--- src/rtl/wishbone_crossbar.sv ---
// wishbone_crossbar: N-master x M-slave Wishbone classic crossbar.
// Each slave has a registered round-robin arbiter that locks the grant for a whole CYC.
// Unmapped requests get a one-cycle registered ERR.
// Optional slave watchdog: define WB_XBAR_TIMEOUT_EN (uses TIMEOUT_CYCLES).
module wishbone_crossbar #(
    parameter int unsigned N_MASTERS = 2,
    parameter int unsigned N_SLAVES  = 3,
    parameter int unsigned ADDR_W    = 32,
    parameter int unsigned DATA_W    = 32,
    parameter logic [N_SLAVES*ADDR_W-1:0] SLAVE_BASE = {32'h80000000, 32'h10000000, 32'h00000000},
    parameter logic [N_SLAVES*ADDR_W-1:0] SLAVE_MASK = {32'h80000000, 32'hF0000000, 32'hF0000000},
    parameter logic [N_SLAVES-1:0] STRIP_BASE = 3'b100,
    parameter int unsigned TIMEOUT_CYCLES = 255,
    localparam int unsigned SEL_W = DATA_W / 8
) (
    input  logic                          clk,
    input  logic                          rst,
    input  logic [N_MASTERS-1:0]          m_cycle,
    input  logic [N_MASTERS-1:0]          m_strobe,
    input  logic [N_MASTERS-1:0]          m_write_enable,
    input  logic [N_MASTERS*ADDR_W-1:0]   m_address,
    input  logic [N_MASTERS*SEL_W-1:0]    m_select,
    input  logic [N_MASTERS*DATA_W-1:0]   m_data_in,
    output logic [N_MASTERS*DATA_W-1:0]   m_data_out,
    output logic [N_MASTERS-1:0]          m_ack,
    output logic [N_MASTERS-1:0]          m_err,
    output logic [N_SLAVES-1:0]           s_cycle,
    output logic [N_SLAVES-1:0]           s_strobe,
    output logic [N_SLAVES-1:0]           s_write_enable,
    output logic [N_SLAVES*ADDR_W-1:0]    s_address,
    output logic [N_SLAVES*SEL_W-1:0]     s_select,
    output logic [N_SLAVES*DATA_W-1:0]    s_data_in,
    input  logic [N_SLAVES*DATA_W-1:0]    s_data_out,
    input  logic [N_SLAVES-1:0]           s_ack
);

    localparam int unsigned MIDX_W = (N_MASTERS > 1) ? $clog2(N_MASTERS) : 1;
    localparam int unsigned SIDX_W = (N_SLAVES > 1) ? $clog2(N_SLAVES) : 1;

    typedef enum logic {S_IDLE, S_BUSY} state_e;

    state_e              state_q [N_SLAVES];
    state_e              state_d [N_SLAVES];
    logic [MIDX_W-1:0]   grant_q [N_SLAVES];
    logic [MIDX_W-1:0]   grant_d [N_SLAVES];
    logic [MIDX_W-1:0]   rr_q    [N_SLAVES];
    logic [MIDX_W-1:0]   rr_d    [N_SLAVES];
    logic [N_MASTERS-1:0] err_q, err_d;

    logic [N_MASTERS-1:0] req, hit_any, held;
    logic [SIDX_W-1:0]    hit_idx [N_MASTERS];
    logic [N_SLAVES-1:0]  tmo;

    // Address decode per master (lowest slave wins) and which masters already own a slave
    always_comb begin
        for (int i = 0; i < N_MASTERS; i++) begin
            req[i]     = m_cycle[i] & m_strobe[i];
            hit_any[i] = 1'b0;
            hit_idx[i] = '0;
            held[i]    = 1'b0;
            for (int j = N_SLAVES - 1; j >= 0; j--) begin
                if ((m_address[i*ADDR_W +: ADDR_W] & SLAVE_MASK[j*ADDR_W +: ADDR_W])
                        == SLAVE_BASE[j*ADDR_W +: ADDR_W]) begin
                    hit_any[i] = 1'b1;
                    hit_idx[i] = SIDX_W'(j);
                end
                if ((state_q[j] == S_BUSY) && (int'(grant_q[j]) == i)) begin
                    held[i] = 1'b1;
                end
            end
        end
    end

    // Arbiter next state: round-robin grant in IDLE, hold until the owner drops CYC
    always_comb begin
        int   m;
        logic found;
        m     = 0;
        found = 1'b0;
        err_d = '0;
        for (int i = 0; i < N_MASTERS; i++) begin
            err_d[i] = req[i] & ~hit_any[i] & ~held[i] & ~err_q[i];
        end
        for (int j = 0; j < N_SLAVES; j++) begin
            state_d[j] = state_q[j];
            grant_d[j] = grant_q[j];
            rr_d[j]    = rr_q[j];
            found      = 1'b0;
            case (state_q[j])
                S_IDLE: begin
                    for (int k = 0; k < N_MASTERS; k++) begin
                        m = (int'(rr_q[j]) + k) % N_MASTERS;
                        if (!found && req[m] && hit_any[m] && (int'(hit_idx[m]) == j) && !held[m]) begin
                            found      = 1'b1;
                            grant_d[j] = MIDX_W'(m);
                            rr_d[j]    = MIDX_W'((m + 1) % N_MASTERS);
                            state_d[j] = S_BUSY;
                        end
                    end
                end
                S_BUSY: begin
                    if (!m_cycle[int'(grant_q[j])] || tmo[j]) begin
                        state_d[j] = S_IDLE;
                    end
                end
                default: state_d[j] = S_IDLE;
            endcase
        end
    end

`ifdef WB_XBAR_TIMEOUT_EN
    localparam int unsigned CNT_W = $clog2(TIMEOUT_CYCLES + 1);

    logic [CNT_W-1:0] cnt_q [N_SLAVES];
    logic [CNT_W-1:0] cnt_d [N_SLAVES];

    // Watchdog: count strobed cycles without ACK while a slave is owned
    always_comb begin
        for (int j = 0; j < N_SLAVES; j++) begin
            tmo[j]   = (state_q[j] == S_BUSY) && (cnt_q[j] == CNT_W'(TIMEOUT_CYCLES));
            cnt_d[j] = '0;
            if ((state_q[j] == S_BUSY) && !tmo[j] && !s_ack[j]
                    && m_cycle[int'(grant_q[j])] && m_strobe[int'(grant_q[j])]) begin
                cnt_d[j] = cnt_q[j] + CNT_W'(1);
            end
        end
    end

    // Watchdog counter registers
    always_ff @(posedge clk or posedge rst) begin
        if (rst) begin
            for (int j = 0; j < N_SLAVES; j++) cnt_q[j] <= '0;
        end else begin
            for (int j = 0; j < N_SLAVES; j++) cnt_q[j] <= cnt_d[j];
        end
    end
`else
    logic unused_timeout;
    assign unused_timeout = ^TIMEOUT_CYCLES;
    assign tmo = '0;
`endif

    // Arbiter state, grant, round-robin pointer and unmapped-error registers
    always_ff @(posedge clk or posedge rst) begin
        if (rst) begin
            err_q <= '0;
            for (int j = 0; j < N_SLAVES; j++) begin
                state_q[j] <= S_IDLE;
                grant_q[j] <= '0;
                rr_q[j]    <= '0;
            end
        end else begin
            err_q <= err_d;
            for (int j = 0; j < N_SLAVES; j++) begin
                state_q[j] <= state_d[j];
                grant_q[j] <= grant_d[j];
                rr_q[j]    <= rr_d[j];
            end
        end
    end

    // Datapath: owning master drives its slave; ACK/data return only to the owner
    always_comb begin
        int                g;
        logic [ADDR_W-1:0] addr;
        g              = 0;
        addr           = '0;
        s_cycle        = '0;
        s_strobe       = '0;
        s_write_enable = '0;
        s_address      = '0;
        s_select       = '0;
        s_data_in      = '0;
        m_ack          = '0;
        m_data_out     = '0;
        m_err          = err_q;
        for (int j = 0; j < N_SLAVES; j++) begin
            if (state_q[j] == S_BUSY) begin
                g    = int'(grant_q[j]);
                addr = m_address[g*ADDR_W +: ADDR_W];
                // Only strip when the address still lies in this slave's window
                if (STRIP_BASE[j] && ((addr & SLAVE_MASK[j*ADDR_W +: ADDR_W])
                        == SLAVE_BASE[j*ADDR_W +: ADDR_W])) begin
                    addr = addr & ~SLAVE_MASK[j*ADDR_W +: ADDR_W];
                end
                s_cycle[j]                      = m_cycle[g] & ~tmo[j];
                s_strobe[j]                     = m_strobe[g] & ~tmo[j];
                s_write_enable[j]               = m_write_enable[g];
                s_address[j*ADDR_W +: ADDR_W]   = addr;
                s_select[j*SEL_W +: SEL_W]      = m_select[g*SEL_W +: SEL_W];
                s_data_in[j*DATA_W +: DATA_W]   = m_data_in[g*DATA_W +: DATA_W];
                m_ack[g]                        = s_ack[j] & ~tmo[j];
                m_data_out[g*DATA_W +: DATA_W]  = s_data_out[j*DATA_W +: DATA_W];
                m_err[g]                        = m_err[g] | tmo[j];
            end
        end
    end

endmodule

--- config.mk ---
export PLATFORM = sky130hd
export DESIGN_NAME = wishbone_crossbar
export DESIGN_NICKNAME = d
export VERILOG_FILES = /design/src/rtl/wishbone_crossbar.sv
export SDC_FILE = /design/constraint.sdc
export NUM_CORES = 1
export LEC_CHECK = 0
export BUFFER_PORTS_ARGS = -buffer_cell sky130_fd_sc_hd__buf_2
export CORE_AREA = 2 2 201 203
export DETAILED_ROUTE_END_ITERATION = 8
export DIE_AREA = 0 0 203 205
export PLACE_DENSITY = 0.37
export REMOVE_ABC_BUFFERS = 1
export SYNTH_ARGS = -nofsm -noshare
export SYNTH_HDL_FRONTEND = slang
export SYNTH_SLANG_ARGS = --single-unit
--- constraint.sdc ---
create_clock -name clk -period 2.49 [get_ports clk]
set_input_delay 0.1245 -clock clk [delete_from_list [all_inputs] [get_ports clk]]
set_output_delay 0.1245 -clock clk [all_outputs]
set_load 0.02 [all_outputs]
==> out/summary.txt, run 1 <==
Post-DP HPWL - 24,700 um
Worst Hold Class - in -> reg
Critical Path End Type - primary output
Total Wirelength - 31,900 um
Placed inst area - 0.00877 sq mm
Grt met1 use - 0.176
CTS Sinks - 11
DIE WIDTH - 203 um
Initial antenna violation count - 3
Global-route wire length before repair - 44,500 um
Seq pwr share - 0.047
Cell row count - 73
CTS tree - yes
Largest family of logic cells by synthesized area - multiplexers
Largest net degree at the start of global routing - 76
Rel. slew slack - 0.385
Outcome - completed
Starting Density - 0.141
Register area share after synthesis - 0.0494
Period utilization - 0.926
Clk slew on worst S/H paths - 0.05 ns
Initial DRC count - 487
Drt first pass iters - 5
DR vias/cell - 4.27
Area contributors post-synth - mux2i_1, nor2b_1, a22oi_1
Post-cts gate resize count - 0
Num CTS Buffers - 3
Post-DRT Antenna Nets - 0
Adder-cell share of the synthesized area - 0.00674
Clock share of power - 0.042
Synth top area share - 0.383
Final slew viol count - 0
Setup crit start kind - register
YS warnings - 0
Met3 usage - 0.0165
Vias in the first global route - 6,955
Gpl congestion - 0.886
Vias - 7,572
Total Routing Usage GR - 0.136
Synth Area in XOR/XNOR - 0
Latest clock arrival within the worst-skew pair - 0.24 ns
Residual DRC - 0
Bufs on Longest Clock Path - 2
CTS root buf - clkbuf_16
GRT overflow - 0
H-tree depth - 1
Syn-to-layout area delta - 59.1%
Power per cell area - 818 mW/mm^2
Nets@finish - 1,494
CP max-delay cell - buf_4
Peak VDD IR - 0.658 mV
Least-Margin Pin Slew - 0.922 ns
Fin util - 0.225
LEAKAGE - 4.88 nW
Fraction of layout cells with a size suffix above 1 - 0.447
Total of max-cap violations - 0
Setup WS pre-CTS - 0.267 ns
Core area - 0.0394 sq mm
RSZ-0062 raised after global routing - false
Distinct cells, synth - 37
CP Cell Sequence - buf_4 > nand2_1 > nor2_2 > buf_12 > a22oi_1 > o21ai_0 > buf_2
Grt met2 use - 0.246
Max incr delay on CP - 0.44 ns
Fin area - 0.00886 sq mm
Clock Skew - 0.00431 ns
Critical path class - reg -> out
Final min period - 2.31 ns
Syn avg cell area - 7.12 sq um
GRT busiest layer - met2
Cell Int Power - 2.99 mW
Fraction of the mapped netlist area in compound gates - 0.168
Comb pwr share - 0.911
Critical Path AT - 2.18 ns
Die area - 0.0416 sq mm
Total I/O pin count - 524
Post-synthesis mux area share - 0.391
Sw Share - 0.588
#FFs+latches synth - 11
Final Hold Viols - 0
DIE HEIGHT - 205 um
Area leader, netlist - mux2i_1
Net Sw Power - 4.26 mW
Critical Path Fanout Max - 33
Worst EP required - 2.37 ns
Synth Area in Simple Gates - 0.325
Post-synthesis cell area - 0.00557 sq mm
Peak Freq - 434 MHz
Buffers on Ports - 522
Final WS setup - 0.184 ns
Final setup fails - 0
Syn Inst Count - 782
Post-DR wirelength/cell - 18.0 um
-- cell families (layout without fill, tap and decap cells) --
| family | count (synthesis) | count (layout) |
|---|---|---|
| other | 1 | 2 |
| buffers and inverters | 84 | 549 |
| adders and majority gates | 3 | 3 |
| AOI/OAI and AO/OA | 147 | 147 |
| DFF | 11 | 11 |
| muxes | 217 | 217 |
| and+or+nand+nor | 319 | 319 |
-- registers in the layout, indices dropped and copies added (netlist names) --
signal	count
grant_q	3
err_q	2
state_q	3
rr_q	3
-- through the flow --
stage               power, mW  hold slack, ns  cells  TNS (ns)
finish                   7.25           0.252   1773         0
CTS                      7.33           0.239   1772         0
floorplan                4.85         -0.0231    702   -338.23
detailed placement       7.01           0.192   1767         0
global placement         7.05           0.200   1767         0
global route             7.71           0.284   1773         0
-- cell usage after synthesis --
master	count
nor2b_1	218
mux2i_1	213
nand2_1	70
o21ai_0	69
a22oi_1	67
clkbuf_1	61
buf_1	12
dfrtp_1	11
nor2_1	8
buf_2	5
nor3b_1	5
inv_1	4
a21oi_1	3
ha_1	3
mux2_1	3
nand3_1	3
nor4_1	3
and2_1	2
nand3b_1	2
o2bb2ai_1	2
or2_2	2
a21boi_0	1
a222oi_1	1
a2bb2oi_1	1
buf_4	1
buf_6	1
conb_1	1
mux2_2	1
nand4_1	1
nand4b_1	1
nor3_1	1
nor4b_1	1
o21ai_1	1
o22ai_2	1
o32ai_1	1
or2_1	1
or3_1	1
-- layer usage --
| metal | routed length [um] | vias up |
|---|---|---|
| met5 | 25 | - |
| met4 | 380 | 4 |
| met3 | 1470 | 28 |
| met2 | 16300 | 254 |
| met1 | 13700 | 3606 |
| li1 | - | 3680 |
-- path summary, 6_finish.rpt --
path / startpoint / end / slack [ns] / cells past startpoint
max: grant_q[2] / m_data_out[42] / 0.18 / 7
min: m_address[63] / err_q[1] / 0.25 / 4
max reg2reg: state_q[2] / grant_q[0] / 0.25 / 7
min reg2reg: err_q[0] / err_q[0] / 0.45 / 1
max in group asynchronous: rst / grant_q[1] / 1.65 / 3
min in group asynchronous: rst / err_q[0] / 0.45 / 3
-- power groups by stage --
stage	Sequential, mW	Combinational, mW	Clock (mW)
floorplan	0.981	3.87	0
global placement	0.344	6.70	0
detailed placement	0.342	6.66	0
CTS	0.340	6.68	0.317
global route	0.351	7.04	0.320
finish	0.340	6.60	0.306
-- worst max-delay path, delay by kind of cell, from the launching register on --
kind	cells	cell delay, ns
flip-flops	1	0.42
buffers and inverters	3	0.89
AO/OA/AOI/OAI	2	0.33
AND/OR/NAND/NOR	2	0.29
-- area by class of cell --
| type | count | area, sq um |
|---|---|---|
| timing repair buffer | 541 | 2830 |
| multi-input combinational | 687 | 4980 |
| sequential | 11 | 290 |
| inverter | 4 | 15.0 |
| clock buffer | 4 | 78.8 |
| tap | 525 | 657 |
| fill | 4528 | 30500 |
| antenna | 1 | 2.50 |
-- layout by cell type, fill, tap and decap left out, types with 3 or more instances in the layout --
cell type  count
buf_4         12
o21ai_0       69
inv_1          4
clkbuf_16      3
nor3b_1        5
buf_2        522
ha_1           3
nand2_1       70
nor2b_1      215
mux2_1         3
nor4_1         3
a22oi_1       67
buf_12         6
dfrtp_1        5
a21oi_1        3
dfrtp_4        3
dfrtp_2        3
mux2i_1      213
nand3_1        3
nor2_1         7
-- repair_timing --
| action | in CTS | in global routing |
|---|---|---|
| buffers inserted | 0 | 0 |
| hold endpoints to repair | 11 | 0 |
| hold buffers | 1 | 0 |
No activity file was read; power rests on OpenSTA's default activity.
==> inputs of run 2 (changes only) <==
--- a/config.mk
+++ b/config.mk
@@ -10,4 +10,5 @@
 export DETAILED_ROUTE_END_ITERATION = 8
 export DIE_AREA = 0 0 203 205
+export GPL_TIMING_DRIVEN = 0
 export PLACE_DENSITY = 0.37
 export REMOVE_ABC_BUFFERS = 1
==> constraint.sdc (replaced) <==
create_clock -name clk -period 2.49 [get_ports clk]
set_input_delay 0.1245 -clock clk [delete_from_list [all_inputs] [get_ports clk]]
set_output_delay 0.1245 -clock clk [all_outputs]
set_load 0.01 [all_outputs]
==> run 2 against run 1 <==
  * Worst hold slack worse by 0.014 ns
  * Register-to-register slack worse by 0.13 ns
  * Combinational power up 2%
  * Clock skew up 0.00069 ns
  * Sequential power up 6.5%
==> out/summary.txt, run 2 (same netlist as run 1, synthesis figures left out) <==
Gpl congestion - 0.874
Final min period - 2.39 ns
Total Wirelength - 36,900 um
DR vias/cell - 4.33
Final slew viol count - 0
RR Endpoint - grant_q[1]
Post-DRT Antenna Nets - 0
Final setup fails - 0
CTS root buf - clkbuf_16
CP Cell Sequence - buf_16 > nor2b_2 > nor2b_4 > buf_12 > buf_4 > a22oi_1 > o21ai_0 > buf_2
Final Hold Viols - 0
RSZ-0062 raised after global routing - false
CTS Sinks - 11
Global-route wire length before repair - 50,600 um
DIE HEIGHT - 205 um
Largest registers - grant_q (3), rr_q (3), state_q (3)
Period utilization - 0.959
Vias in the first global route - 7,417
Commonest cells after routing, fill and taps aside - buf_2, nor2b_1, mux2i_1
Outcome - completed
Buffers on Ports - 522
Residual DRC - 0
Die area - 0.0416 sq mm
Post-DR wirelength/cell - 20.4 um
Bufs on Longest Clock Path - 2
Grt met2 use - 0.286
Fraction of layout cells with a size suffix above 1 - 0.467
H-tree depth - 1
Total I/O pin count - 524
Worst Hold Class - in -> reg
Starting Density - 0.141
Rel. slew slack - 0.618
Critical Path AT - 2.26 ns
Critical Path Fanout Max - 12
Least-Margin Pin Slew - 0.572 ns
Met3 usage - 0.0150
Num CTS Buffers - 3
Nets@finish - 1,531
Critical path class - reg -> out
DIE WIDTH - 203 um
Placed insts - 1,756
Syn-to-layout area delta - 69.3%
Worst EP required - 2.37 ns
Total of max-cap violations - 0
Post-Layout Cell Count - 1,811
Beginning of the worst hold path - m_address[63]
Post-DP HPWL - 24,700 um
FF-to-FF Start - grant_q[2]
Fin util - 0.239
Initial antenna violation count - 5
GRT busiest layer - met2
Hold EP - err_q[1]
WHS Path Cells - 4
GRT overflow - 0
Grt met1 use - 0.217
Largest net degree at the start of global routing - 54
Reg2reg path depth - 8
Vias - 7,837
Cell row count - 73
CP bufs+invs - 4
Peak Freq - 419 MHz
Latest clock arrival within the worst-skew pair - 0.24 ns
R2R setup slack - 0.12 ns
Max incr delay on CP - 0.50 ns
LEAKAGE - 5.15 nW
Core area - 0.0394 sq mm
CP max-delay cell - dfrtp_4
CTS tree - yes
Total Routing Usage GR - 0.162
Clock Skew - 0.00500 ns
Power per cell area - 783 mW/mm^2
Commonest non-fill, non-tap cell in the layout - buf_2
Drt first pass iters - 6
Delay-heaviest family, CP - buffers and inverters
Initial DRC count - 523
Setup crit start kind - register
Critical Path End Type - primary output
Peak VDD IR - 0.557 mV
Clk slew on worst S/H paths - 0.04 ns
run 2: layout make-up:
cell class              count  area (sq um)
flip-flops and latches     11           298
clock buffers               4          78.8
multi-input cells         690          5040
diodes                      2          5.00
inverters                   4          15.0
fillers                  4478         29900
well taps                 525           657
repair buffers            575          3330
run 2: worst max-delay path by stage:
stage                           from        endpoint  slack (ns)  depth (start not counted)
final                     grant_q[2]   m_data_out[9]        0.10                          8
after global routing      state_q[0]      grant_q[0]       0.006                          8
after CTS                 grant_q[2]  m_data_out[25]        0.03                          7
after detailed placement  state_q[0]      grant_q[0]       -0.64                          7
after global placement    grant_q[1]  m_data_out[16]       -8.21                          5
after floorplan           grant_q[0]      grant_q[0]       -3.41                          7
run 2: power breakdown:
part	switching (mW)	internal (mW)	leakage (nW)
combinational	3.73	2.98	4.98
sequential	0.0975	0.265	0.127
clock	0.0844	0.216	0.0382
run 2: through the flow:
stage	total power [mW]	setup TNS (ns)	area, sq um	worst slack, ns	hold slack, ns
floorplan	4.11	-300.57	5250	-3.41	-0.0231
global placement	5.71	-903.05	8520	-8.21	0.189
detailed placement	6.25	-26.23	8740	-0.639	0.177
CTS	7.42	0	9350	0.0275	0.234
global route	7.89	0	9430	0.00580	0.266
finish	7.38	0	9430	0.102	0.238
run 2: timing repair:
item	4_1_cts	5_1_grt
setup buffers	36	7
gates cloned	5	0
gates resized for setup	6	3
hold buffers	1	0
pin swaps	2	1
endpoints found under the setup margin	75	22
endpoints found under the hold margin	11	0
run 2: layer usage:
layer | up-vias | wire (um)
met5 | - | 13
met4 | 2 | 357
met3 | 27 | 1880
met2 | 305 | 18600
met1 | 3740 | 16000
li1 | 3763 | -
run 2: tightest hold or removal path, delay by kind of cell:
family / cells / cell delay [ns]
buf+inv: 1 / 0.14
simple gates: 3 / 0.18
